==> config.mk <==
export PLATFORM = sky130hd
export DESIGN_NAME = pw_detector
export DESIGN_NICKNAME = d
export VERILOG_FILES = /design/src/rtl/pw_det_pkg.sv /design/src/rtl/ref_tick_gen.sv /design/src/rtl/pw_detector.sv
export SDC_FILE = /design/constraint.sdc
export NUM_CORES = 1
export LEC_CHECK = 0
export ABC_AREA = 1
export CELL_PAD_IN_SITES_DETAIL_PLACEMENT = 0
export CELL_PAD_IN_SITES_GLOBAL_PLACEMENT = 2
export CORE_MARGIN = 1.5
export CORE_UTILIZATION = 35
export DETAILED_ROUTE_END_ITERATION = 7
export PLACE_DENSITY = 0.86
export SETUP_SLACK_MARGIN = 0.3
export SYNTH_ARGS = -nofsm -noshare
export SYNTH_HDL_FRONTEND = slang
export SYNTH_SLANG_ARGS = --single-unit
==> constraint.sdc <==
create_clock -name clkin -period 2.4 [get_ports clkin]
set_input_delay 0.48 -clock clkin [delete_from_list [all_inputs] [get_ports clkin]]
set_output_delay 0.48 -clock clkin [all_outputs]
set_load 0.1 [all_outputs]
==> src/rtl/pw_det_pkg.sv <==
// Shared types for the pulse-width detector.
package pw_det_pkg;

  // ARM waits for a clean low input, IDLE waits for a rising edge,
  // MEASURE accumulates reference ticks while the input is high.
  typedef enum logic [1:0] {
    ARM     = 2'd0,
    IDLE    = 2'd1,
    MEASURE = 2'd2
  } pw_state_t;

endpackage

==> src/rtl/ref_tick_gen.sv <==
// Free-running reference tick generator: one-cycle tick every DIV clkin cycles.
module ref_tick_gen #(
  parameter int DIV = 4
) (
  input  logic clkin,
  input  logic reset,
  output logic tick
);

  localparam int CW = $clog2(DIV);
  localparam logic [CW-1:0] LAST = CW'(DIV - 1);

  logic [CW-1:0] div_cnt;

  // Count 0..DIV-1 and wrap; only reset clears it, enable has no effect.
  always_ff @(posedge clkin or negedge reset) begin
    if (!reset) begin
      div_cnt <= '0;
    end else if (div_cnt == LAST) begin
      div_cnt <= '0;
    end else begin
      div_cnt <= div_cnt + CW'(1);
    end
  end

  assign tick = (div_cnt == LAST);

endmodule

==> src/rtl/pw_detector.sv <==
// Pulse-width detector: synchronises sig_in, counts reference ticks while it
// is high and reports the width (or a glitch) one strobe per falling edge.
module pw_detector
  import pw_det_pkg::*;
#(
  parameter int DIV         = 4,
  parameter int CNT_W       = 8,
  parameter int MIN_W       = 2,
  parameter int SYNC_STAGES = 2
) (
  input  logic             clkin,
  input  logic             reset,
  input  logic             en,
  input  logic             sig_in,
  output logic [CNT_W-1:0] pw_value,
  output logic             pw_valid,
  output logic             pw_ovf,
  output logic             glitch,
  output logic             busy
);

  localparam logic [CNT_W-1:0] CNT_MAX = '1;
  localparam logic [CNT_W-1:0] MIN_VAL = CNT_W'(MIN_W);

  logic                   tick;
  logic [SYNC_STAGES-1:0] sync;
  logic [SYNC_STAGES-1:0] fill;
  logic                   s_prev;
  logic                   hi;
  logic                   rise;
  logic                   fall;
  logic                   sync_ready;

  pw_state_t        state;
  pw_state_t        state_next;
  logic [CNT_W-1:0] cnt;
  logic [CNT_W-1:0] cnt_next;
  logic             sat;
  logic             sat_next;
  logic [CNT_W-1:0] value_next;
  logic             ovf_next;
  logic             valid_next;
  logic             glitch_next;

  ref_tick_gen #(
    .DIV (DIV)
  ) u_tick (
    .clkin (clkin),
    .reset (reset),
    .tick  (tick)
  );

  // Synchronise the asynchronous input and keep the previous last-stage value.
  always_ff @(posedge clkin or negedge reset) begin
    if (!reset) begin
      sync   <= '0;
      s_prev <= 1'b0;
    end else begin
      sync   <= {sync[SYNC_STAGES-2:0], sig_in};
      s_prev <= sync[SYNC_STAGES-1];
    end
  end

  // The synchroniser holds reset zeros for SYNC_STAGES cycles after reset
  // release; this marks when its output reflects sig_in, so that an input
  // already high at release is not mistaken for a fresh low and then a rise.
  always_ff @(posedge clkin or negedge reset) begin
    if (!reset) begin
      fill <= '0;
    end else begin
      fill <= {fill[SYNC_STAGES-2:0], 1'b1};
    end
  end

  assign hi         = sync[SYNC_STAGES-1];
  assign rise       = hi & ~s_prev;
  assign fall       = ~hi & s_prev;
  assign sync_ready = fill[SYNC_STAGES-1];

  // State, counter and registered outputs.
  always_ff @(posedge clkin or negedge reset) begin
    if (!reset) begin
      state    <= ARM;
      cnt      <= '0;
      sat      <= 1'b0;
      pw_value <= '0;
      pw_ovf   <= 1'b0;
      pw_valid <= 1'b0;
      glitch   <= 1'b0;
    end else begin
      state    <= state_next;
      cnt      <= cnt_next;
      sat      <= sat_next;
      pw_value <= value_next;
      pw_ovf   <= ovf_next;
      pw_valid <= valid_next;
      glitch   <= glitch_next;
    end
  end

  // Next-state, tick accumulation and pulse decision at the falling edge.
  always_comb begin
    state_next  = state;
    cnt_next    = cnt;
    sat_next    = sat;
    value_next  = pw_value;
    ovf_next    = pw_ovf;
    valid_next  = 1'b0;
    glitch_next = 1'b0;

    if (!en) begin
      state_next = ARM;
      sat_next   = 1'b0;
    end else begin
      case (state)
        ARM: begin
          if (!hi && sync_ready) begin
            state_next = IDLE;
          end
        end
        IDLE: begin
          if (rise) begin
            state_next = MEASURE;
            cnt_next   = tick ? CNT_W'(1) : '0;
            sat_next   = 1'b0;
          end
        end
        MEASURE: begin
          if (fall) begin
            state_next = IDLE;
            sat_next   = 1'b0;
            if (cnt >= MIN_VAL) begin
              value_next = cnt;
              ovf_next   = sat;
              valid_next = 1'b1;
            end else begin
              glitch_next = 1'b1;
            end
          end else if (hi && tick) begin
            if (cnt != CNT_MAX) begin
              cnt_next = cnt + CNT_W'(1);
            end
            if (cnt >= CNT_MAX - CNT_W'(1)) begin
              sat_next = 1'b1;
            end
          end
        end
        default: begin
          state_next = ARM;
        end
      endcase
    end
  end

  assign busy = (state == MEASURE);

endmodule
# [Yosys cells after proc, flatten, opt, wreduce, memory -nomap -nowiden]
# Index checks and enable logic that the tools add are counted.
[totals] elab_cells=68 output_inout_bits=12 register_bits=29 in_bits=4
[op_classes] n_mux=26 reduce_logical=9 bitwise_logic=4 add_sub_neg=2 n_eq_ne=14 magnitude_cmp=2
[op_table] operator="8-bit two-way mux" count=4
[op_table] operator="8-bit case mux with 2 select lines" count=1
[op_table] operator="1-bit two-way mux" count=14
[op_table] operator="2-bit two-way mux" count=5
[op_table] operator="8-bit by 1-bit adder with 8-bit output, second input constant" count=1
[op_table] operator="8-bit by 2-bit greater-or-equal comparator with 1-bit output, second input constant" count=1
[op_table] operator="8-bit greater-or-equal comparator, second input constant" count=1
[op_table] operator="4-bit by 2-bit inequality test with 1-bit output, second input constant" count=2
[op_table] operator="8-bit inequality test, second input constant" count=1
[op_table] operator="4-bit AND reduction" count=2
[op_table] operator="3-bit inequality test, second input constant" count=2
[op_table] operator="2-bit case mux with 3 select lines" count=1
[op_table] operator="6-bit AND reduction" count=1
[op_table] operator="2-bit == test, second input constant" count=2
[op_table] operator="2-bit by 1-bit inequality test with 1-bit output, second input constant" count=2
[op_table] operator="2-bit inequality test, second input constant" count=2
[op_table] operator="3-bit by 1-bit inequality test with 1-bit output, second input constant" count=1
[op_table] operator="3-bit by 2-bit inequality test with 1-bit output, second input constant" count=1
[op_table] operator="3-bit AND reduction" count=1
[op_table] operator="2-bit by 1-bit adder with 2-bit output, second input constant" count=1
[op_table] operator="1-bit AND" count=2
[op_table] operator="2-bit by 1-bit == test with 1-bit output, second input constant" count=1
[op_table] operator="1-bit logical AND" count=2
[op_table] operator="2-bit logical NOT" count=1
[op_table] operator="4 further kinds" count=5

# [Logic depth before layout (Yosys ltp)]
# Gate-level depths: netlist of the first run.
[logic_depth] word_depth=6 depth_mapped=9 depth_no_buf=9

# [By module]
# A second synthesis of the first run with hierarchy kept.
[unflattened] hier_cells=178 area_unflattened_um2=1466.4
[by_module_without_submodules] module="pw_detector" n_inst=1 cells_each=174 area_per_inst_um2=1400.1 seq_area_each_um2=675.6
[by_module_without_submodules] module="ref_tick_gen" n_inst=1 cells_each=4 area_per_inst_um2=66.3 seq_area_each_um2=50.0

# [Worst setup path before layout of the first run]
# OpenSTA, ideal clock, no wires.
[synth_path] path_type="register to register" start="register state[0]" end="register cnt[2]" t_arrival_ns=2.257 path_stages_with_launch=7 setup_slack_ns=0.077 path_buffers=0 synth_period_minus_slack_ns=2.323 t_required_ns=2.335 path_cell_list="dfrtp_1 -> inv_1 -> ha_1 -> clkinv_1 -> nor3b_1 -> nand3_1 -> nand2_1"
[synth_via] elab_chain_cells=3 elab_cells_between_ends=9
[synth_rtl] element="start, declared" line_no="pw_detector.sv:34" rtl="pw_state_t state;"
[synth_rtl] element="start signal, assigned" line_no="pw_detector.sv:91" rtl="state <= state_next;"
[synth_rtl] element="2-bit == test *"
[synth_rtl] element="named net busy" line_no="pw_detector.sv:19" rtl="output logic busy"
[synth_rtl] element="2-bit by 1-bit inequality test with 1-bit output (no source line) (tied with other cells)"
[synth_rtl] element="6-bit AND reduction (no source line)"
[synth_rtl] element="end signal, assigned" line_no="pw_detector.sv:92" rtl="cnt <= cnt_next;"
[synth_rtl] element="end, declared" line_no="pw_detector.sv:36" rtl="logic [CNT_W-1:0] cnt;"
# The timed path passes the listed nets; every way through them passes the cells marked *.
# A chain may end at the register's enable or synchronous reset.

# [Final worst setup path of the first run]
[layout_path] start="register state[0]" end="output busy"
[layout_via] elab_chain_cells=1
[layout_rtl] element="2-bit == test" line_no="pw_detector.sv:155" rtl="assign busy = (state == MEASURE);"
[layout_rtl] element="end, declared" line_no="pw_detector.sv:19"
# Every way passes these cells.

==> metrics.md, run 1 <==
| Metric | Value |
|---|---|
| Status | `complete, no violations` |
| Worst Skew | `between 2 and 2.5 ps` |
| Max IR drop VDD | `~0.31 mV` |
| All-Layer GR Usage | `approximately 16%` |
| Reg clk slew, reported paths | `60 ps` |
| Vias in the first global route | `about 1200` |
| Starting Density | `~37%` |
| Int Pwr | `about 0.90 mW` |
| Final Net Count | `~220` |
| Hold_buf cts | `0` |
| I/O Pins | `16` |
| Wire per inst | `between 10 and 15 µm` |
| Pwr Total | `1.40 mW` |
| Final hold vios | `0` |
| Post-route DRC violation count | `0` |
| Pwr Density | `around 790 nW/µm²` |
| Dpl cells | `about 250` |
| Hold WS | `between 300 and 400 ps` |
| CTS Root Cell | `clkbuf_8` |
| Register bit total from synthesis | `29` |
| Syn nets | `approximately 190` |
| Max clock buf depth | `2` |
| FP Rows | `23` |
| DR vias | `around 1200` |
| Diode count | `0` |
| CTS tree | `yes` |
| Die W | `between 60 and 70 µm` |
| CP peak stage delay | `slightly above 400 ps` |
| Post-CTS Setup Repair Bufs | `0` |
| YS warnings | `0` |
| Unrepaired setup endpoints after global routing | `no` |
| WS Path Type | `flop to primary output` |
| CP bufs+invs | `2` |
| Comb pwr share | `28.6%` |
| Switching share of power | `35.6%` |
| Fin. max-slew vios | `0` |
| Static Leakage | `~0.91 nW` |
| Worst Hold Endpoint | `sync[1]` |
| Worst r2r path cells | `6` |
| Max FO, Critical Path | `7` |
| Total grt overflow | `0` |
| Largest net degree at the start of global routing | `30` |
| Final HPWL DP | `between 2 and 2.5 mm` |
| Worst-path cell chain | `inv_1 -> ha_2 -> buf_12` |
| Post-CTS sizing | `0` |
| Mapped Cells | `~180` |
| PortBufs | `15` |
| Synth Cell Area | `approximately 1500 µm²` |
| CP Capture Type | `primary output` |
| R2R Setup Slk | `between 700 and 800 ps` |
| Final WL | `about 3.0 mm` |
| Slowest CP cell | `dfrtp_1` |
| Hold Crit Class | `flop to flop` |
| Die Ht | `~68 µm` |
| Filler Cells Inserted | `401` |
| Share of cells above drive strength 1 | `15.0%` |
| Max Freq | `around 560 MHz` |
| ANT nets after route | `0` |
| Core box area | `between 4000 and 5000 µm²` |
| Die footprint | `about 4600 µm²` |
| Seq/Total Area, Yosys | `49.7%` |
| H-tree depth | `2` |
| Initial DRC Count | `33` |
| Sequential Power Share | `between 40 and 50%` |
| Global-route wire length before repair | `a little over 5 mm` |
| WP depth | `3` |
| WP data required | `~1900 ps` |
| Reg2reg end | `cnt[2]` |
| Worst skew pair latency | `about 280 ps` |
| Final TNS setup | `0 ps` |
| Startpoint Class | `flop` |
| Initial antenna violation count | `0` |
| Cell family with most CP delay | `flip-flops` |
| Final setup viols | `0` |
| Period utilisation layout | `between 70% and 80%` |
| Fin cells | `~260` |
| Worst hold path depth | `0` |
| P_sw | `0.500 mW` |
| Max-cap viol count | `0` |
| Min-delay src | `sync[0]` |
| Area Overhead vs Synth | `21.0%` |
| First-pass detailed-route iteration total | `4` |
| Syn Area/Cell | `7.99 µm²` |
| Period minus WS final | `1800 ps` |
| Total CTS buffers | `5` |
| Reg2reg start | `state[0]` |
| Via-to-Cell Ratio | `between 4 and 5` |
| RD Place Congestion | `0.806` |
| Cell variety after synth | `19` |
| CP arrival | `1320 ps` |
| Clock power share | `30.9%` |
| Clk sinks | `29` |
-- how the worst max path moves through the flow --
stage | startpoint | endpoint
after detailed placement | en | pw_value[5]
after global placement | en | pw_value[7]
after floorplan | state[0] | pw_ovf
after CTS | state[0] | busy
after global routing | state[0] | busy
final | state[0] | busy
-- routing by layer --
| layer | global-route usage, % | wire length (µm) | up-vias |
|---|---|---|---|
| met2 | 24.9 | 1280 | 26 |
| met3 | 5.00 | 149 | 8 |
| met5 | 0 | 0 | - |
| met1 | 18.0 | 1480 | 566 |
| met4 | 9.44 | 78 | 0 |
| li1 | - | - | 623 |
-- cell type report --
type	count	area [µm²]	area share [%]
inverters	15	56.3	3.18
clock buffers	7	96.3	5.45
repair buffers	16	140	7.93
clock inverters	1	5.00	0.283
well taps	50	62.6	3.54
flip-flops and latches	29	726	41.0
multi-input cells	139	682	38.6
-- Yosys cell counts --
library cell / count / area, µm²
a21oi_1: 1 / 5.00
clkinv_1: 1 / 3.75
conb_1: 1 / 3.75
dfrtp_1: 29 / 726
ha_1: 7 / 87.6
inv_1: 14 / 52.6
nand2_1: 74 / 278
nand2_2: 1 / 6.26
nand2_4: 3 / 33.8
nand3_1: 21 / 105
nand3_2: 1 / 10.0
nand3b_1: 1 / 7.51
nor2_1: 15 / 56.3
nor2_2: 2 / 12.5
nor2_4: 1 / 11.3
nor3_1: 2 / 10.0
nor3_2: 1 / 10.0
nor3b_1: 1 / 7.51
o21ai_0: 7 / 35.0
-- registers in the layout (all words and copies together) (netlist names), 2 cells and up --
signal          flops
fill                2
cnt                 8
pw_value            8
u_tick.div_cnt      2
sync                2
state               2
-- cells by family after synthesis --
kind of cell / Yosys count / share of synthesized area [%]
compound gates: 8 / 2.74
fa+ha+maj: 7 / 5.99
buf+inv: 15 / 3.85
flops: 29 / 49.7
other cells: 1 / 0.257
simple gates: 123 / 37.5
-- worst reg2reg max path, delay by kind of cell, from the launching register on --
kind                     cells  cell delay (ps)
adder cells (fa/ha/maj)      1              310
buffers and inverters        2              410
flip-flops                   1              410
AND/OR/NAND/NOR              3              470
-- stage by stage --
step	cell area, µm²	util, %	setup WS, ps
after floorplan	1460	-	509
after global placement	1670	41.7	568
after detailed placement	1670	41.7	519
after CTS	1770	44.2	585
after global routing	1770	44.2	537
final	1770	44.2	601
-- placed cells by master (no fill, tap or decap) --
cell / Yosys / routed
buf_4: 0 / 12
o21ai_0: 7 / 7
nand3_1: 21 / 21
nand3b_1: 1 / 1
a21oi_1: 1 / 1
ha_1: 7 / 6
nor2_1: 15 / 15
clkbuf_8: 0 / 7
nor2_4: 1 / 1
ha_2: 0 / 1
nor3_2: 1 / 1
clkinv_2: 0 / 1
nand2_2: 1 / 1
buf_12: 0 / 1
dfrtp_1: 29 / 29
nand2_1: 74 / 74
clkinv_1: 1 / 1
inv_1: 14 / 14
nor3b_1: 1 / 1
clkdlybuf4s50_1: 0 / 3
nand2_4: 3 / 3
nor2_2: 2 / 2
nand3_2: 1 / 1
conb_1: 1 / 1
nor3_1: 2 / 2
-- power by group through the flow --
stage	clock network [mW]	logic (mW)	registers [mW]
floorplan	0	0.277	0.576
global placement	0	0.396	0.575
detailed placement	0	0.403	0.575
CTS	0.452	0.404	0.567
global route	0.474	0.446	0.574
finish	0.434	0.402	0.567
Power figures use the tool's default switching activity.
==> inputs of run 2 (changes only) <==
- CORE_UTILIZATION: 35 -> 29
- PLACE_DENSITY: 0.86 -> 0.76
- clock period: 2.4 -> 1.5 ns (I/O delays scaled with it)
==> run 2 against run 1 <==
Global-route usage grew 0.15 points. Count of clock-buffer cells in the layout grew 1. Largest cell class is now multi-input combinational cells. Sequential share of layout area shrank 11 points. Wire length grew 29%. Largest power group is now combinational logic. Die area grew 20%. Utilization grew 6.3 points. Final area grew 37%.
==> metrics.md, run 2 (synthesized netlist as in run 1, its figures left out) <==
| Metric | Value |
|---|---|
| Status | `complete, no violations` |
| I/O Pins | `16` |
| Hold Crit Class | `flop to flop` |
| PortBufs | `15` |
| Starting Density | `a little over 30%` |
| Commonest non-fill, non-tap cell in the layout | `nand2_1` |
| CTS Root Cell | `clkbuf_8` |
| Final Net Count | `roughly 240` |
| Worst r2r path cells | `8` |
| Filler Cells Inserted | `450` |
| Die footprint | `about 5500 µm²` |
| Dpl cells | `~280` |
| Worst Skew | `between 4 and 5 ps` |
| Fin cells | `301` |
| Clock power share | `21.3%` |
| Diode count | `0` |
| R2R Setup Slk | `roughly 22 ps` |
| Int Pwr | `1.76 mW` |
| All-Layer GR Usage | `between 15 and 20%` |
| Largest net degree at the start of global routing | `30` |
| Area Overhead vs Synth | `65.4%` |
| Fin. max-slew vios | `0` |
| Final HPWL DP | `2.49 mm` |
| WS Path Type | `flop to flop` |
| Total CTS buffers | `5` |
| Final WS setup | `about 22 ps` |
| Die W | `74.0 µm` |
| Wire per inst | `between 10 and 15 µm` |
| RD Place Congestion | `roughly 0.70` |
| Share of cells above drive strength 1 | `a little over two fifths` |
| Worst skew pair latency | `roughly 280 ps` |
| Max Freq | `~680 MHz` |
| Hold_buf cts | `0` |
| Comb pwr share | `47.5%` |
| WP data required | `1710 ps` |
| Multi-input logic area | `between 900 and 1000 µm²` |
| Period minus WS final | `roughly 1500 ps` |
| Max FO, Critical Path | `8` |
| Global-route wire length before repair | `6.46 mm` |
| FP Rows | `25` |
| Pre-CTS WS | `-36.1 ps` |
| Max-cap viol count | `0` |
| FF+latch area | `roughly 730 µm²` |
| Vias in the first global route | `roughly 1400` |
| Static Leakage | `around 1.1 nW` |
| Reg clk slew, reported paths | `60 ps` |
| Post-route DRC violation count | `0` |
| Worst hold path depth | `0` |
| Via-to-Cell Ratio | `about 4.5` |
| Initial antenna violation count | `0` |
| Unrepaired setup endpoints after global routing | `yes` |
| Total grt overflow | `0` |
| H-tree depth | `2` |
| Final setup viols | `0` |
| Pwr Total | `roughly 2.9 mW` |
| CP Capture Type | `flop` |
| Max IR drop VDD | `~0.5 mV` |
| Final hold vios | `0` |
| CP arrival | `1690 ps` |
| Pwr Density | `1190 nW/µm²` |
| First-pass detailed-route iteration total | `4` |
| Final TNS setup | `0 ps` |
| Startpoint Class | `flop` |
| Period utilisation layout | `around 99%` |
| P_sw | `~1.1 mW` |
| Max clock buf depth | `2` |
| Final WL | `between 3 and 4 mm` |
| DR vias | `roughly 1400` |
| ANT nets after route | `0` |
| CTS tree | `yes` |
| Top Registers | `cnt (8), pw_value (8)` |
| Core box area | `~4800 µm²` |
| Clk sinks | `29` |
| Switching share of power | `approximately two fifths` |
| Die Ht | `around 74 µm` |
| Commonest cells after routing, fill and taps aside | `59 x nand2_1, 26 x dfrtp_1, 19 x buf_4` |
| Sequential Power Share | `a little under a third` |
| Initial DRC Count | `52` |
| Post-layout util | `50.5%` |
## run 2: cell count changes in the layout (fill, tap and decap cells not counted), moves of 6 or more
cell	delta
nand3_2	+6
nand3_1	-7
nand2_1	-15
buf_4	+7
buf_12	+13
nand2_2	+12
## run 2: critical path: stages (launching register included)
cell and delay (ps):
dfrtp_1 410, inv_2 100, ha_4 180, buf_6 120, nand2_8 60, nor2_4 220, buf_12 170, nand3_2 80
nand2_2 70
## run 2: final timing paths
kind,startpoint,endpoint
min in group asynchronous,reset,pw_ovf
worst min register to register,sync[0],sync[1]
worst min-delay path,sync[0],sync[1]
worst max register to register,state[0],pw_value[1]
max in group asynchronous,reset,cnt[2]
worst max-delay path,state[0],pw_value[1]
## run 2: area by class of cell
type	instances	share of cell area, %
Clock buffer	8	3.31
Multi-Input combinational cell	141	38.9
Timing Repair Buffer	41	21.1
Inverter	15	3.05
Tap cell	67	3.47
Sequential cell	29	30.2
## run 2: layer usage
| metal | vias up | wire, µm | GRT usage (%) |
|---|---|---|---|
| li1 | 682 | - | - |
| met1 | 632 | 1630 | 18.8 |
| met2 | 35 | 1990 | 27.0 |
| met3 | 8 | 167 | 4.20 |
| met4 | 0 | 67 | 5.56 |
| met5 | - | 0 | 0 |
## run 2: per-stage QoR
step                      area [µm²]  hold slack [ps]
after global routing            2420              354
after detailed placement        1940              337
after floorplan                 1500             4.41
after CTS                       2260              351
after global placement          1940              335
final                           2420              348
## run 2: what timing repair did
action                     in CTS  in global routing
gates cloned                    2                  0
setup endpoints to repair      23                 24
gates resized for setup        28                 34
buffers inserted               10                  5
pin swaps                      12                 17
## run 2: power by group through the flow
stage / Combinational (mW) / Sequential [mW] / Clock (mW)
2_1_floorplan: 0.481 / 0.934 / 0
3_3_place_gp: 0.766 / 0.905 / 0
3_5_place_dp: 0.785 / 0.907 / 0
4_1_cts: 1.15 / 0.893 / 0.626
5_1_grt: 1.47 / 0.905 / 0.670
6_report: 1.36 / 0.896 / 0.611
